`src/rtl/mem_stage_sram_ctrl_if.sv`:
```
// ---------------------------------------------------------------------------
// mem_stage_sram_ctrl_if
//
// Bundles the MEM-stage request/response signals and the external 16-bit
// SRAM pad signals used by mem_stage_sram_ctrl.
//
// Signals:
//   rd_en, wr_en    : read / write request (held stable while ready = 0)
//   address         : 32-bit processor byte address
//   write_data      : 32-bit store data
//   read_data       : 32-bit load data (registered in the controller)
//   ready           : 0 freezes the pipeline
//   sram_addr       : half-word SRAM address
//   sram_dq_out     : write data toward the pads
//   sram_dq_in      : read data from the pads
//   sram_dq_oe      : pad output enable
//   sram_we_n       : active-low SRAM write strobe
//
// Modports:
//   master : the environment around the controller (MEM stage + pads); it
//            drives the requests and the pad read data.
//   slave  : the controller itself.
// ---------------------------------------------------------------------------
interface mem_stage_sram_ctrl_if #(
  parameter int SRAM_ADDR_W = 18
);
  logic                   rd_en;
  logic                   wr_en;
  logic [31:0]            address;
  logic [31:0]            write_data;
  logic [31:0]            read_data;
  logic                   ready;
  logic [SRAM_ADDR_W-1:0] sram_addr;
  logic [15:0]            sram_dq_out;
  logic [15:0]            sram_dq_in;
  logic                   sram_dq_oe;
  logic                   sram_we_n;

  modport master (
    output rd_en, wr_en, address, write_data, sram_dq_in,
    input  read_data, ready, sram_addr, sram_dq_out, sram_dq_oe, sram_we_n
  );

  modport slave (
    input  rd_en, wr_en, address, write_data, sram_dq_in,
    output read_data, ready, sram_addr, sram_dq_out, sram_dq_oe, sram_we_n
  );
endinterface

```
`src/rtl/mem_stage_sram_ctrl.sv`:
```
// ---------------------------------------------------------------------------
// mem_stage_sram_ctrl
//
// Sequences a 32-bit MEM-stage data access onto a 16-bit external SRAM as a
// low half-word transaction followed by a high half-word transaction, each
// held for WAIT_CYCLES+1 cycles. While an access is in flight, ready is low
// so the pipeline freezes. A one-cycle DONE state presents the result with
// ready high before returning to IDLE.
//
// Parameters:
//   BASE_ADDR    : processor byte address mapped to SRAM word 0
//   SRAM_ADDR_W  : SRAM half-word address width
//   WAIT_CYCLES  : extra cycles per half-word access (0..7)
//
// Ports:
//   clk  : clock, rising edge
//   rst  : asynchronous, active-low reset
//   bus  : request/response and SRAM pad signals (slave side)
// ---------------------------------------------------------------------------
module mem_stage_sram_ctrl #(
  parameter logic [31:0] BASE_ADDR   = 32'd1024,
  parameter int          SRAM_ADDR_W = 18,
  parameter int          WAIT_CYCLES = 1
) (
  input  logic                  clk,
  input  logic                  rst,
  mem_stage_sram_ctrl_if.slave  bus
);

  localparam logic [1:0] S_IDLE = 2'd0;
  localparam logic [1:0] S_LO   = 2'd1;
  localparam logic [1:0] S_HI   = 2'd2;
  localparam logic [1:0] S_DONE = 2'd3;

  localparam logic [2:0] WAIT_C = 3'(WAIT_CYCLES);

  logic [1:0]             state_q, state_d;
  logic [2:0]             cnt_q, cnt_d;
  logic                   op_wr_q, op_wr_d;

  logic [31:0]            read_data_q, read_data_d;
  logic [SRAM_ADDR_W-1:0] sram_addr_q, sram_addr_d;
  logic [15:0]            sram_dq_out_q, sram_dq_out_d;
  logic                   sram_dq_oe_q, sram_dq_oe_d;
  logic                   sram_we_n_q, sram_we_n_d;

  logic                   req;
  logic                   last_cycle;
  logic [31:0]            offset;
  logic [SRAM_ADDR_W-2:0] word_addr;
  logic                   unused_offset_bits;

  assign req        = bus.rd_en | bus.wr_en;
  assign last_cycle = (cnt_q == WAIT_C);

  // Offset wraps mod 2^32; bits above the SRAM range and the byte lane
  // bits are intentionally dropped.
  assign offset             = bus.address - BASE_ADDR;
  assign word_addr          = offset[SRAM_ADDR_W:2];
  assign unused_offset_bits = ^{offset[31:SRAM_ADDR_W+1], offset[1:0]};

  // ready is combinational so a request is stalled in the same cycle it
  // first appears in IDLE.
  assign bus.ready = (state_q == S_DONE) | ((state_q == S_IDLE) & ~req);

  assign bus.read_data   = read_data_q;
  assign bus.sram_addr   = sram_addr_q;
  assign bus.sram_dq_out = sram_dq_out_q;
  assign bus.sram_dq_oe  = sram_dq_oe_q;
  assign bus.sram_we_n   = sram_we_n_q;

  // Sequencing FSM: next state, wait counter and latched operation.
  always_comb begin
    state_d = state_q;
    cnt_d   = cnt_q;
    op_wr_d = op_wr_q;
    case (state_q)
      S_IDLE: begin
        if (req) begin
          state_d = S_LO;
          cnt_d   = 3'd0;
          op_wr_d = bus.wr_en;  // write wins when both enables are set
        end else begin
          state_d = S_IDLE;
        end
      end
      S_LO: begin
        if (last_cycle) begin
          state_d = S_HI;
          cnt_d   = 3'd0;
        end else begin
          cnt_d = cnt_q + 3'd1;
        end
      end
      S_HI: begin
        if (last_cycle) begin
          state_d = S_DONE;
          cnt_d   = 3'd0;
        end else begin
          cnt_d = cnt_q + 3'd1;
        end
      end
      S_DONE: begin
        state_d = S_IDLE;
        cnt_d   = 3'd0;
      end
      default: begin
        state_d = S_IDLE;
        cnt_d   = 3'd0;
        op_wr_d = 1'b0;
      end
    endcase
  end

  // Pad outputs are decoded from the next state so they take their LO
  // values on the very edge that enters LO.
  always_comb begin
    sram_addr_d   = {SRAM_ADDR_W{1'b0}};
    sram_dq_out_d = 16'h0000;
    sram_dq_oe_d  = 1'b0;
    sram_we_n_d   = 1'b1;
    case (state_d)
      S_LO: begin
        sram_addr_d = {word_addr, 1'b0};
        if (op_wr_d) begin
          sram_dq_out_d = bus.write_data[15:0];
          sram_dq_oe_d  = 1'b1;
          sram_we_n_d   = 1'b0;
        end else begin
          sram_dq_out_d = 16'h0000;
        end
      end
      S_HI: begin
        sram_addr_d = {word_addr, 1'b1};
        if (op_wr_d) begin
          sram_dq_out_d = bus.write_data[31:16];
          sram_dq_oe_d  = 1'b1;
          sram_we_n_d   = 1'b0;
        end else begin
          sram_dq_out_d = 16'h0000;
        end
      end
      default: begin
        sram_addr_d = {SRAM_ADDR_W{1'b0}};
      end
    endcase
  end

  // Read data capture on the last cycle of each half; writes leave it alone.
  always_comb begin
    read_data_d = read_data_q;
    if (!op_wr_q && last_cycle && (state_q == S_LO)) begin
      read_data_d[15:0] = bus.sram_dq_in;
    end else if (!op_wr_q && last_cycle && (state_q == S_HI)) begin
      read_data_d[31:16] = bus.sram_dq_in;
    end else begin
      read_data_d = read_data_q;
    end
  end

  // State and output registers.
  always_ff @(posedge clk or negedge rst) begin
    if (!rst) begin
      state_q       <= S_IDLE;
      cnt_q         <= 3'd0;
      op_wr_q       <= 1'b0;
      read_data_q   <= 32'h0000_0000;
      sram_addr_q   <= {SRAM_ADDR_W{1'b0}};
      sram_dq_out_q <= 16'h0000;
      sram_dq_oe_q  <= 1'b0;
      sram_we_n_q   <= 1'b1;
    end else begin
      state_q       <= state_d;
      cnt_q         <= cnt_d;
      op_wr_q       <= op_wr_d;
      read_data_q   <= read_data_d;
      sram_addr_q   <= sram_addr_d;
      sram_dq_out_q <= sram_dq_out_d;
      sram_dq_oe_q  <= sram_dq_oe_d;
      sram_we_n_q   <= sram_we_n_d;
    end
  end

endmodule

```
`src/flat_wrapper.sv`:
```
// flat-port wrapper written by rule: the top's interface ports become plain ports
module mem_stage_sram_ctrl_flat 
#(
  parameter logic [31:0] BASE_ADDR   = 32'd1024,
  parameter int          SRAM_ADDR_W = 18,
  parameter int          WAIT_CYCLES = 1
)
  (clk, rst, bus_rd_en, bus_wr_en, bus_address, bus_write_data, bus_sram_dq_in, bus_read_data, bus_ready, bus_sram_addr, bus_sram_dq_out, bus_sram_dq_oe, bus_sram_we_n);
  mem_stage_sram_ctrl_if #(.SRAM_ADDR_W(SRAM_ADDR_W)) bus_i ();
  input  logic clk;
  input  logic rst;
  input wire logic [$bits(bus_i.rd_en)-1:0] bus_rd_en;
  input wire logic [$bits(bus_i.wr_en)-1:0] bus_wr_en;
  input wire logic [$bits(bus_i.address)-1:0] bus_address;
  input wire logic [$bits(bus_i.write_data)-1:0] bus_write_data;
  input wire logic [$bits(bus_i.sram_dq_in)-1:0] bus_sram_dq_in;
  output wire logic [$bits(bus_i.read_data)-1:0] bus_read_data;
  output wire logic [$bits(bus_i.ready)-1:0] bus_ready;
  output wire logic [$bits(bus_i.sram_addr)-1:0] bus_sram_addr;
  output wire logic [$bits(bus_i.sram_dq_out)-1:0] bus_sram_dq_out;
  output wire logic [$bits(bus_i.sram_dq_oe)-1:0] bus_sram_dq_oe;
  output wire logic [$bits(bus_i.sram_we_n)-1:0] bus_sram_we_n;
  assign bus_i.rd_en = bus_rd_en;
  assign bus_i.wr_en = bus_wr_en;
  assign bus_i.address = bus_address;
  assign bus_i.write_data = bus_write_data;
  assign bus_i.sram_dq_in = bus_sram_dq_in;
  assign bus_read_data = bus_i.read_data;
  assign bus_ready = bus_i.ready;
  assign bus_sram_addr = bus_i.sram_addr;
  assign bus_sram_dq_out = bus_i.sram_dq_out;
  assign bus_sram_dq_oe = bus_i.sram_dq_oe;
  assign bus_sram_we_n = bus_i.sram_we_n;
  mem_stage_sram_ctrl #(.BASE_ADDR(BASE_ADDR), .SRAM_ADDR_W(SRAM_ADDR_W), .WAIT_CYCLES(WAIT_CYCLES)) u_core (.clk(clk), .rst(rst), .bus(bus_i));
endmodule
```
`config.mk`:
```
export PLATFORM = sky130hd
export DESIGN_NAME = mem_stage_sram_ctrl_flat
export DESIGN_NICKNAME = d
export VERILOG_FILES = /design/src/rtl/mem_stage_sram_ctrl_if.sv /design/src/rtl/mem_stage_sram_ctrl.sv /design/src/flat_wrapper.sv
export SDC_FILE = /design/constraint.sdc
export NUM_CORES = 1
export LEC_CHECK = 0
export ABC_AREA = 1
export CORE_MARGIN = 4
export CORE_UTILIZATION = 40
export CTS_CLUSTER_SIZE = 30
export DETAILED_ROUTE_END_ITERATION = 8
export PLACE_DENSITY = 0.77
export SLEW_MARGIN = 30
export SYNTH_ARGS = -nofsm -noshare
export SYNTH_HDL_FRONTEND = slang
export SYNTH_SLANG_ARGS = --single-unit
```
`constraint.sdc`:
```
create_clock -name clk -period 4.46 [get_ports clk]
set_input_delay 0.892 -clock clk [delete_from_list [all_inputs] [get_ports clk]]
set_output_delay 0.892 -clock clk [all_outputs]
set_load 0.01 [all_outputs]
```
==> flow_metrics.py <==
metrics = {
    "logic_synthesis": {
        "synth_top_area_frac": 0.557,
        "ys.warnings.count": 0,
        "yosysMostFrequentCell": "dfrtp_1",
        "syn-instance-count": 336,
        "synth_nets": 429,
        "yosysSeqAreaShare": 0.565,
        "postSynth.asyncResetShare": 1.00,
        "synthesis.area_mm2": 0.00328,
        "synth_seq_cells": 74,
        "synth_largest_area_cell": "dfrtp_1",
        "synthTopCellsByCount": "dfrtp_1, nand2_1, inv_1",
        "ys.flop_type": "dfrtp_1",
        "yosys.cell_types.count": 20,
        "synth_edf_count": 0,
        "synth_area_leaders": "dfrtp_1, o21ai_2, nand2_1, inv_1, nand2_2",
        "avgSynthCellArea_um2": 9.75,
    },
    "cts": {
        "clock-root-buffer": "clkbuf_8",
        "path_clk_slew_ps": 80,
        "cts_hold_buf": 0,
        "cts-resized-gates": 0,
        "cts.sinks": 74,
        "clk_latency_ps": 330,
        "cts_buffers": 9,
        "postCtsSetupBuffers": 0,
        "cts_htree_levels": 3,
        "cts_tree": "done",
        "clockBufferDepth": 2,
    },
    "floorplan": {
        "dieHeight_um": 98.5,
        "start_util": 0.418,
        "die-width_um": 98.5,
        "fp-row-count": 32,
        "core-area_mm2": 0.00785,
        "dieArea_mm2": 0.00970,
        "pin_count": 153,
    },
    "routing": {
        "drt_iter0_markers": 56,
        "dr.pass1.iters": 4,
        "routedWlPerCell_um": 13.3,
        "avgViaCountPerCell": 4.57,
        "vias": 2648,
        "drc": 0,
        "wirelength_um": 7680,
        "ant_nets": 0,
    },
    "sta": {
        "finClkSkew_ps": 7.28,
        "setup_viol": 0,
        "hold_violations": 0,
        "period_needed_ps": 3180,
        "clock.fmax_mhz": 315,
        "fin_setup_tns_ps": 0,
        "slew_headroom": 0.371,
        "finalMaxSlewViolations": 0,
        "rsz0062_at_grt": "no",
        "tightest_slew_ps": 942,
        "period_share": 0.712,
    },
    "final_layout": {
        "utilization": 0.624,
        "nets": 565,
        "insertedDiodeCount": 0,
        "area_growth_pct": 49.4,
        "layout-drive-gt1-share": 0.176,
    },
    "worst_setup_path": {
        "cp_max_fo": 6,
        "worstSetupPathType": "input port to output port",
        "critPathLaunchType": "input port",
        "worstPathArrival_ps": 2280,
        "worstPathRequired_ps": 3570,
        "endpoint_kind": "output port",
    },
    "pwr": {
        "vdd_drop_max_mv": 0.314,
        "power_density_mw_per_mm2": 647,
        "p_leak_nw": 2.30,
        "power_mw": 3.17,
    },
    "global_route": {
        "antenna_found_initial": 0,
        "grt_pass1_wl_um": 12600,
        "grt_max_degree": 75,
        "top_usage_layer": "met2",
        "overflow": 0,
        "grt.total_usage": 0.163,
        "met3_usage": 0.0757,
        "met1_usage": 0.193,
        "grtUsageMet2": 0.261,
        "grt_pass1_vias": 2635,
    },
    "run": {
        "maxCapViolations": 0,
    },
    "status": {
        "status": "finished, final reports clean",
    },
    "hold_path": {
        "hold_class": "flop to flop",
    },
    "place": {
        "place_congestion": 0.760,
        "io_buffers": 137,
        "hpwl_um": 5740,
    },
}
-- worst max-delay path, stage by stage --
cell and delay (ps):
clkdlybuf4s50_1 430, nor2_1 180, nand2_1 160, nand2_1 90
clkdlybuf4s50_1 530
-- placed cells by master (no fill, tap or decap), drive strengths merged --
cell / instances
clkinv: 3
clkinvlp: 2
dfrtp: 73
clkbuf: 9
nor3: 2
nand3: 10
clkdlybuf4s50: 136
nand2: 93
nand4: 1
ha: 9
inv: 49
o21ai: 37
nor2: 26
or2: 1
a21oi: 22
bufinv: 2
dfstp: 1
buf: 1
-- flip-flops by register name (all words and copies together) (netlist names) --
register / cells
u_core.bus.read_data: 32
u_core.bus.sram_addr: 18
u_core.bus.sram_dq_oe: 1
u_core.bus.sram_dq_out: 16
u_core.bus.sram_we_n: 1
u_core.cnt_q: 3
u_core.op_wr_q: 1
u_core.state_q: 2
-- worst paths after layout --
kind / start / slack [ps] / to / depth (start not counted)
min in group asynchronous: rst / 550 / u_core.bus.read_data[17] / 1
worst min-delay path: u_core.bus.read_data[13] / 480 / u_core.bus.read_data[13] / 2
max in group asynchronous: rst / 3410 / u_core.state_q[1] / 1
worst max-delay path: bus_wr_en / 1280 / bus_ready / 5
worst min register to register: u_core.bus.read_data[13] / 480 / u_core.bus.read_data[13] / 2
worst max register to register: u_core.state_q[1] / 1670 / u_core.bus.sram_addr[12] / 10
-- layer usage --
layer	part of all wire	wire length [um]	vias up
met3	0.12	910	12
li1	-	-	1310
met2	0.46	3530	111
met5	0	0	-
met4	0.015	112	0
met1	0.41	3130	1215
-- metrics by stage --
| step | hold slack [ps] | setup WS, ps | area [um2] | std cells |
|---|---|---|---|---|
| global route | 506 | 1150 | 4900 | 579 |
| detailed placement | 469 | 986 | 4680 | 563 |
| floorplan | 477 | 2330 | 3280 | 336 |
| global placement | 467 | 1050 | 4680 | 563 |
| CTS | 488 | 1280 | 4890 | 579 |
| finish | 485 | 1280 | 4900 | 579 |
-- report_power, final --
part	internal (mW)	total, mW	switching (mW)	leakage (nW)
Sequential	0.955	1.09	0.138	0.940
Combinational	0.757	1.52	0.760	1.25
Clock	0.314	0.557	0.243	0.105
-- cell type report --
cell class	instances	area [um2]
Fill cell	682	2950
Sequential cell	74	1850
Timing Repair Buffer	137	1370
Multi-Input combinational cell	201	1140
Inverter	49	184
Tap cell	102	128
Clock buffer	9	124
Clock inverter	7	93.8
-- kinds of logic after synthesis --
group | Yosys count | synth area share
buffers and inverters | 61 | 0.0859
AOI/OAI and AO/OA | 59 | 0.128
and+or+nand+nor | 133 | 0.186
DFF | 74 | 0.565
adders and majority gates | 9 | 0.0344
No activity file was read; power rests on OpenSTA's default activity.
